`config.mk`:
```
export PLATFORM = sky130hd
export DESIGN_NAME = scl180_sparecell_lo_monitor
export DESIGN_NICKNAME = d
export VERILOG_FILES = /design/src/rtl/scl180_mon_pkg.sv /design/src/rtl/scl180_sync_filter_bit.sv /design/src/rtl/scl180_sparecell_lo_monitor.sv
export SDC_FILE = /design/constraint.sdc
export NUM_CORES = 1
export LEC_CHECK = 0
export CORE_MARGIN = 4
export CORE_UTILIZATION = 25
export DETAILED_ROUTE_END_ITERATION = 10
export PLACE_DENSITY = 0.49
export SKIP_LAST_GASP = 1
export SLEW_MARGIN = 15
export SYNTH_ARGS = -nofsm -noshare
export SYNTH_HDL_FRONTEND = slang
export SYNTH_SLANG_ARGS = --single-unit
```
`constraint.sdc`:
```
create_clock -name wb_clk_i -period 3.08 [get_ports wb_clk_i]
set_input_delay 0.616 -clock wb_clk_i [delete_from_list [all_inputs] [get_ports wb_clk_i]]
set_output_delay 0.616 -clock wb_clk_i [all_outputs]
set_load 0.005 [all_outputs]
```
`src/rtl/scl180_mon_pkg.sv`:
```
// Shared types and helpers for the spare-cell LO monitor.
package scl180_mon_pkg;

    typedef enum logic [1:0] {
        ST_IDLE    = 2'd0,
        ST_SETTLE  = 2'd1,
        ST_MONITOR = 2'd2,
        ST_FAULT   = 2'd3
    } mon_state_e;

    localparam int unsigned CNT_W_DEF  = 8;
    localparam int unsigned FILT_W     = 8;
    localparam int unsigned SETTLE_W   = 8;

    // a + b clamped to lim; 33-bit sum so the clamp never sees a wrapped value
    function automatic logic [31:0] sat_add(input logic [31:0] a,
                                            input logic [31:0] b,
                                            input logic [31:0] lim);
        logic [32:0] sum;
        sum = {1'b0, a} + {1'b0, b};
        return (sum > {1'b0, lim}) ? lim : sum[31:0];
    endfunction

endpackage

```
`src/rtl/scl180_sync_filter_bit.sv`:
```
// One monitored LO bit: synchroniser, rising-edge detect and stuck-high filter.
module scl180_sync_filter_bit
    import scl180_mon_pkg::*;
#(
    parameter int unsigned SYNC_STAGES = 2,
    parameter int unsigned FILT_CYCLES = 4
) (
    input  logic clk,
    input  logic rst,
    input  logic lo,
    input  logic active,
    output logic rise_pulse,
    output logic fault_set
);

    logic [SYNC_STAGES-1:0] sync_q;
    logic                   sync_d;
    logic [FILT_W-1:0]      filt_q;
    logic                   sync;

    assign sync = sync_q[SYNC_STAGES-1];

    // Synchroniser plus a delayed copy for edge detection; runs in every state
    always_ff @(posedge clk or posedge rst) begin
        if (rst) begin
            sync_q <= '0;
            sync_d <= 1'b0;
        end else begin
            sync_q <= {sync_q[SYNC_STAGES-2:0], lo};
            sync_d <= sync;
        end
    end

    // Consecutive-high counter; held at zero whenever monitoring is off or cleared
    always_ff @(posedge clk or posedge rst) begin
        if (rst) begin
            filt_q <= '0;
        end else if (!active || !sync) begin
            filt_q <= '0;
        end else begin
            filt_q <= FILT_W'(sat_add(32'(filt_q), 32'd1, 32'(FILT_CYCLES)));
        end
    end

    assign rise_pulse = active && sync && !sync_d;
    assign fault_set  = active && sync && (filt_q == FILT_W'(FILT_CYCLES - 1));

endmodule

```
`src/rtl/scl180_sparecell_lo_monitor.sv`:
```
// Spare-cell LO tie monitor: per-cell stuck-high detection, glitch counting
// and a summary fault flag for the housekeeping status path.
module scl180_sparecell_lo_monitor
    import scl180_mon_pkg::*;
#(
    parameter int unsigned N_CELLS       = 4,
    parameter int unsigned SYNC_STAGES   = 2,
    parameter int unsigned FILT_CYCLES   = 4,
    parameter int unsigned SETTLE_CYCLES = 16,
    parameter int unsigned CNT_W         = CNT_W_DEF
) (
    input  logic               wb_clk_i,
    input  logic               wb_rst_i,
    input  logic [N_CELLS-1:0] lo_i,
    input  logic               enable_i,
    input  logic               clear_i,
    output logic               fault_o,
    output logic [N_CELLS-1:0] fault_mask_o,
    output logic [CNT_W-1:0]   glitch_count_o,
    output logic [1:0]         state_o
);

    localparam int unsigned POP_W   = $clog2(N_CELLS + 1);
    localparam logic [31:0] CNT_MAX = 32'((33'd1 << CNT_W) - 33'd1);

    mon_state_e            state_q;
    logic [SETTLE_W-1:0]   settle_q;
    logic                  mon_active;
    logic [N_CELLS-1:0]    rise;
    logic [N_CELLS-1:0]    fault_set;
    logic [POP_W-1:0]      rise_cnt;

    // A clear in the same cycle as an event discards that event
    assign mon_active = ((state_q == ST_MONITOR) || (state_q == ST_FAULT)) && !clear_i;
    assign state_o    = state_q;

    for (genvar i = 0; i < int'(N_CELLS); i++) begin : g_cell
        scl180_sync_filter_bit #(
            .SYNC_STAGES (SYNC_STAGES),
            .FILT_CYCLES (FILT_CYCLES)
        ) u_cell (
            .clk        (wb_clk_i),
            .rst        (wb_rst_i),
            .lo         (lo_i[i]),
            .active     (mon_active),
            .rise_pulse (rise[i]),
            .fault_set  (fault_set[i])
        );
    end

    always_comb begin
        rise_cnt = '0;
        for (int unsigned i = 0; i < N_CELLS; i++) begin
            rise_cnt = rise_cnt + POP_W'(rise[i]);
        end
    end

    // Sticky flags, saturating glitch count and summary flag
    always_ff @(posedge wb_clk_i or posedge wb_rst_i) begin
        if (wb_rst_i) begin
            fault_mask_o   <= '0;
            glitch_count_o <= '0;
            fault_o        <= 1'b0;
        end else begin
            fault_o <= |fault_mask_o;
            if (clear_i) begin
                fault_mask_o   <= '0;
                glitch_count_o <= '0;
            end else begin
                fault_mask_o   <= fault_mask_o | fault_set;
                glitch_count_o <= CNT_W'(sat_add(32'(glitch_count_o), 32'(rise_cnt), CNT_MAX));
            end
        end
    end

    // Control FSM; clear restarts the settle window when still enabled
    always_ff @(posedge wb_clk_i or posedge wb_rst_i) begin
        if (wb_rst_i) begin
            state_q  <= ST_IDLE;
            settle_q <= '0;
        end else if (clear_i) begin
            if (enable_i) begin
                state_q  <= ST_SETTLE;
                settle_q <= SETTLE_W'(SETTLE_CYCLES - 1);
            end else begin
                state_q  <= ST_IDLE;
            end
        end else if (!enable_i) begin
            state_q <= ST_IDLE;
        end else begin
            case (state_q)
                ST_IDLE: begin
                    state_q  <= ST_SETTLE;
                    settle_q <= SETTLE_W'(SETTLE_CYCLES - 1);
                end
                ST_SETTLE: begin
                    if (settle_q == '0) begin
                        state_q <= ST_MONITOR;
                    end else begin
                        settle_q <= settle_q - SETTLE_W'(1);
                    end
                end
                ST_MONITOR: begin
                    if (|fault_mask_o) begin
                        state_q <= ST_FAULT;
                    end
                end
                default: state_q <= ST_FAULT;
            endcase
        end
    end

endmodule

```
==> results.sh <==
export IMPL_status="completed"
export IMPL_max_slew_margin_rel=0.567
export IMPL_clockBufferDepth=2
export IMPL_r2r_slack_ns=0.39
export IMPL_final_cell_area_sq_mm=0.00379
export IMPL_synth_common_cells="dfrtp_1, nand2_1, a21oi_1, inv_1, ha_1"
export IMPL_synth_top_area_cell="dfrtp_1"
export IMPL_start_util=0.257
export IMPL_finalWirelength_um=5870
export IMPL_cp_start_kind="input port"
export IMPL_die_area_sq_mm=0.0136
export IMPL_required_ns=3.28
export IMPL_die_y_um=117
export IMPL_viasPerCell=4.54
export IMPL_cts_root_buf="clkbuf_16"
export IMPL_ys_ff_latch=67
export IMPL_hpwl_um=4210
export IMPL_drt_drc_violations_left=0
export IMPL_hold_viol_final=0
export IMPL_fin_crit_sh=0.940
export IMPL_synth_async_reset_ratio=1.00
export IMPL_instances_no_fill=460
export IMPL_synth_top_family_by_area="simple AND/OR/NAND/NOR gates"
export IMPL_die_w_um=117
export IMPL_synth_xor_xnor_area_share=0.0237
export IMPL_grt_setup_unrepaired="no"
export IMPL_drive_gt1_frac=0.132
export IMPL_clkTransAtPathRegs_ns=0.05
export IMPL_peakVddDrop_mv=0.219
export IMPL_drtIter0Drc=141
export IMPL_syn_area_sq_mm=0.00296
export IMPL_antenna_left=0
export IMPL_place_congestion=0.768
export IMPL_drv_slew=0
export IMPL_r2r_cells=10
export IMPL_cp_end_kind="flop"
export IMPL_coreArea_sq_mm=0.0115
export IMPL_grt_pass1_wl_um=10300
export IMPL_synth_most_common_cell="dfrtp_1"
export IMPL_wl_per_cell_um=12.8
export IMPL_max_freq_mhz=345
export IMPL_synthMuxAreaShare=0.00720
export IMPL_insertion_delay_ns=0.32
export IMPL_holdWs_ns=0.345
export IMPL_setup_viol=0
export IMPL_synthCells=251
export IMPL_vias=2090
export IMPL_synth_main_ff_cell="dfrtp_1"
export IMPL_synth_warnings=0
export IMPL_cts_sinks=67
export IMPL_cts_buffers=9
export IMPL_rows=39
export IMPL_cp_arrival_ns=3.10
export IMPL_synth_edf_count=0
export IMPL_fin_skew_ns=0.00568
export IMPL_io_pins=23
export IMPL_dp_cells=443
export IMPL_post_route_min_period_ns=2.90
export IMPL_synth_compound_area_frac=0.141
export IMPL_syn_area_per_cell_sq_um=11.8
export IMPL_synth_seq_area_share=0.567
export IMPL_holdPathStages=0
export IMPL_max_cap_violations=0
export IMPL_p_leak_nw=1.66
export IMPL_synthDistinctLibCells=61
export IMPL_synth_top_area_frac=0.567
export IMPL_fin_nets=334
export IMPL_path_class="input port to flop"
export IMPL_total_power_mw=1.98
export IMPL_synth_fa_ha_area_frac=0.0669
export IMPL_setup_tns_ns=0
export IMPL_n_antenna_cell=0
export IMPL_grt_use_total=0.0971
export IMPL_n_fill_cell=1164
export IMPL_synth_simple_area_share=0.174
export IMPL_dr_pass1_iters=4
export IMPL_hp_class="flop to flop"
export IMPL_tightest_slew_ns=0.648
export IMPL_place_area_sq_mm=0.00350
export IMPL_pwr_density_cell_mw_per_mm2=523
export IMPL_grt_overflow=0
export IMPL_port_buffers=22
export IMPL_grt_max_degree=44
export IMPL_htree_levels=3
export IMPL_synthTopCellsByArea="dfrtp_1, ha_1, a21oi_1, nand2_1, fa_1"
export IMPL_grt_pass1_vias=2100
export IMPL_crit_path_max_fanout=6
export IMPL_antenna_found_initial=0
export IMPL_cts_tree="done"
export IMPL_area_delta_synth_final_pct=28.3
## path summary, 6_finish.rpt
kind                                                         to                            startpoint
setup / recovery                    glitch_count_o[6]$_DFF_PP0_                               clear_i
hold / removal             g_cell[1].u_cell.sync_q[1]$_DFF_PP0_  g_cell[1].u_cell.sync_q[0]$_DFF_PP0_
setup reg to reg                    glitch_count_o[6]$_DFF_PP0_                state_o[1]$_DFFE_PP0P_
hold reg to reg            g_cell[1].u_cell.sync_q[1]$_DFF_PP0_  g_cell[1].u_cell.sync_q[0]$_DFF_PP0_
max in group asynchronous  g_cell[0].u_cell.filt_q[6]$_DFF_PP0_                              wb_rst_i
min in group asynchronous               settle_q[3]$_DFFE_PP0P_                              wb_rst_i
## logic make-up (layout without fill, tap and decap cells)
family          count (synthesis)  in the layout
other cells                     1             20
flops                          67             67
simple gates                   85             85
xor+xnor                        8              8
mux                             2              2
fa+ha+maj                      14             14
compound gates                 60             60
buf+inv                        14             61
## per-layer routing
layer	vias to the layer above	GRT usage	wire length (um)
li1	1025	-	-
met1	1027	0.125	2840
met2	30	0.151	2700
met3	8	0.0285	244
met4	0	0.0436	82
met5	-	0	0
## sequential cells by signal, indices dropped and copies added (netlist names)
signal,count
g_cell.u_cell.filt_q,32
g_cell.u_cell.sync_q,8
glitch_count_o,8
settle_q,8
fault_mask_o,4
g_cell.u_cell.sync_d,4
state_o,2
fault_o,1
## per-stage QoR
step                utilization  worst slack, ns
floorplan                     -            0.102
global placement          0.304           -0.376
detailed placement        0.304           -0.431
CTS                       0.329            0.164
global route              0.329           0.0306
finish                    0.329            0.184
## what timing repair did
action / 4_1_cts / 5_1_grt
buffers inserted: 1 / 0
hold buffers: 0 / 0
setup endpoints to repair: 7 / 0
resized for setup: 3 / 0
## power by group
part,internal [mW],switching [mW]
Sequential,0.921,0.0374
Combinational,0.0399,0.0543
Clock,0.586,0.345
## placed cells by master, fill, tap and decap left out, drive strengths merged, types with 3 or more instances in the layout
cell,netlist,routed
and3,5,5
or2,5,5
a21oi,15,15
o2111a,3,3
nor2b,5,5
dfrtp,67,67
xnor2,5,5
o41ai,3,3
fa,3,3
nor3,10,10
o21ai,10,10
nor2,8,8
conb,1,20
clkdlybuf4s50,0,21
a31oi,5,5
nand2,19,19
or4,3,3
clkbuf,1,14
nand3,8,8
ha,11,11
nor3b,6,6
xor2,3,3
buf,1,11
inv,12,12
## area by class of cell
type                            instances  area (sq um)  area share
Sequential cell                        67          1680       0.442
Tap cell                              143           179      0.0472
Clock inverter                          2          10.0     0.00264
Inverter                               12          45.0      0.0119
Multi-Input combinational cell        189          1300       0.344
Timing Repair Buffer                   33           314      0.0828
Clock buffer                           14           264      0.0696
## worst max-delay path: stages
cell and delay, ns:
dlygate4sd2_1 0.27, nor2b_4 0.15, nand2_1 0.08, or2_2 0.30
fa_1 0.50, fa_1 0.46, inv_1 0.09, fa_2 0.28
nand3_1 0.09, nor3b_1 0.19, nor3_1 0.08
(Power assumes the default switching activity.)
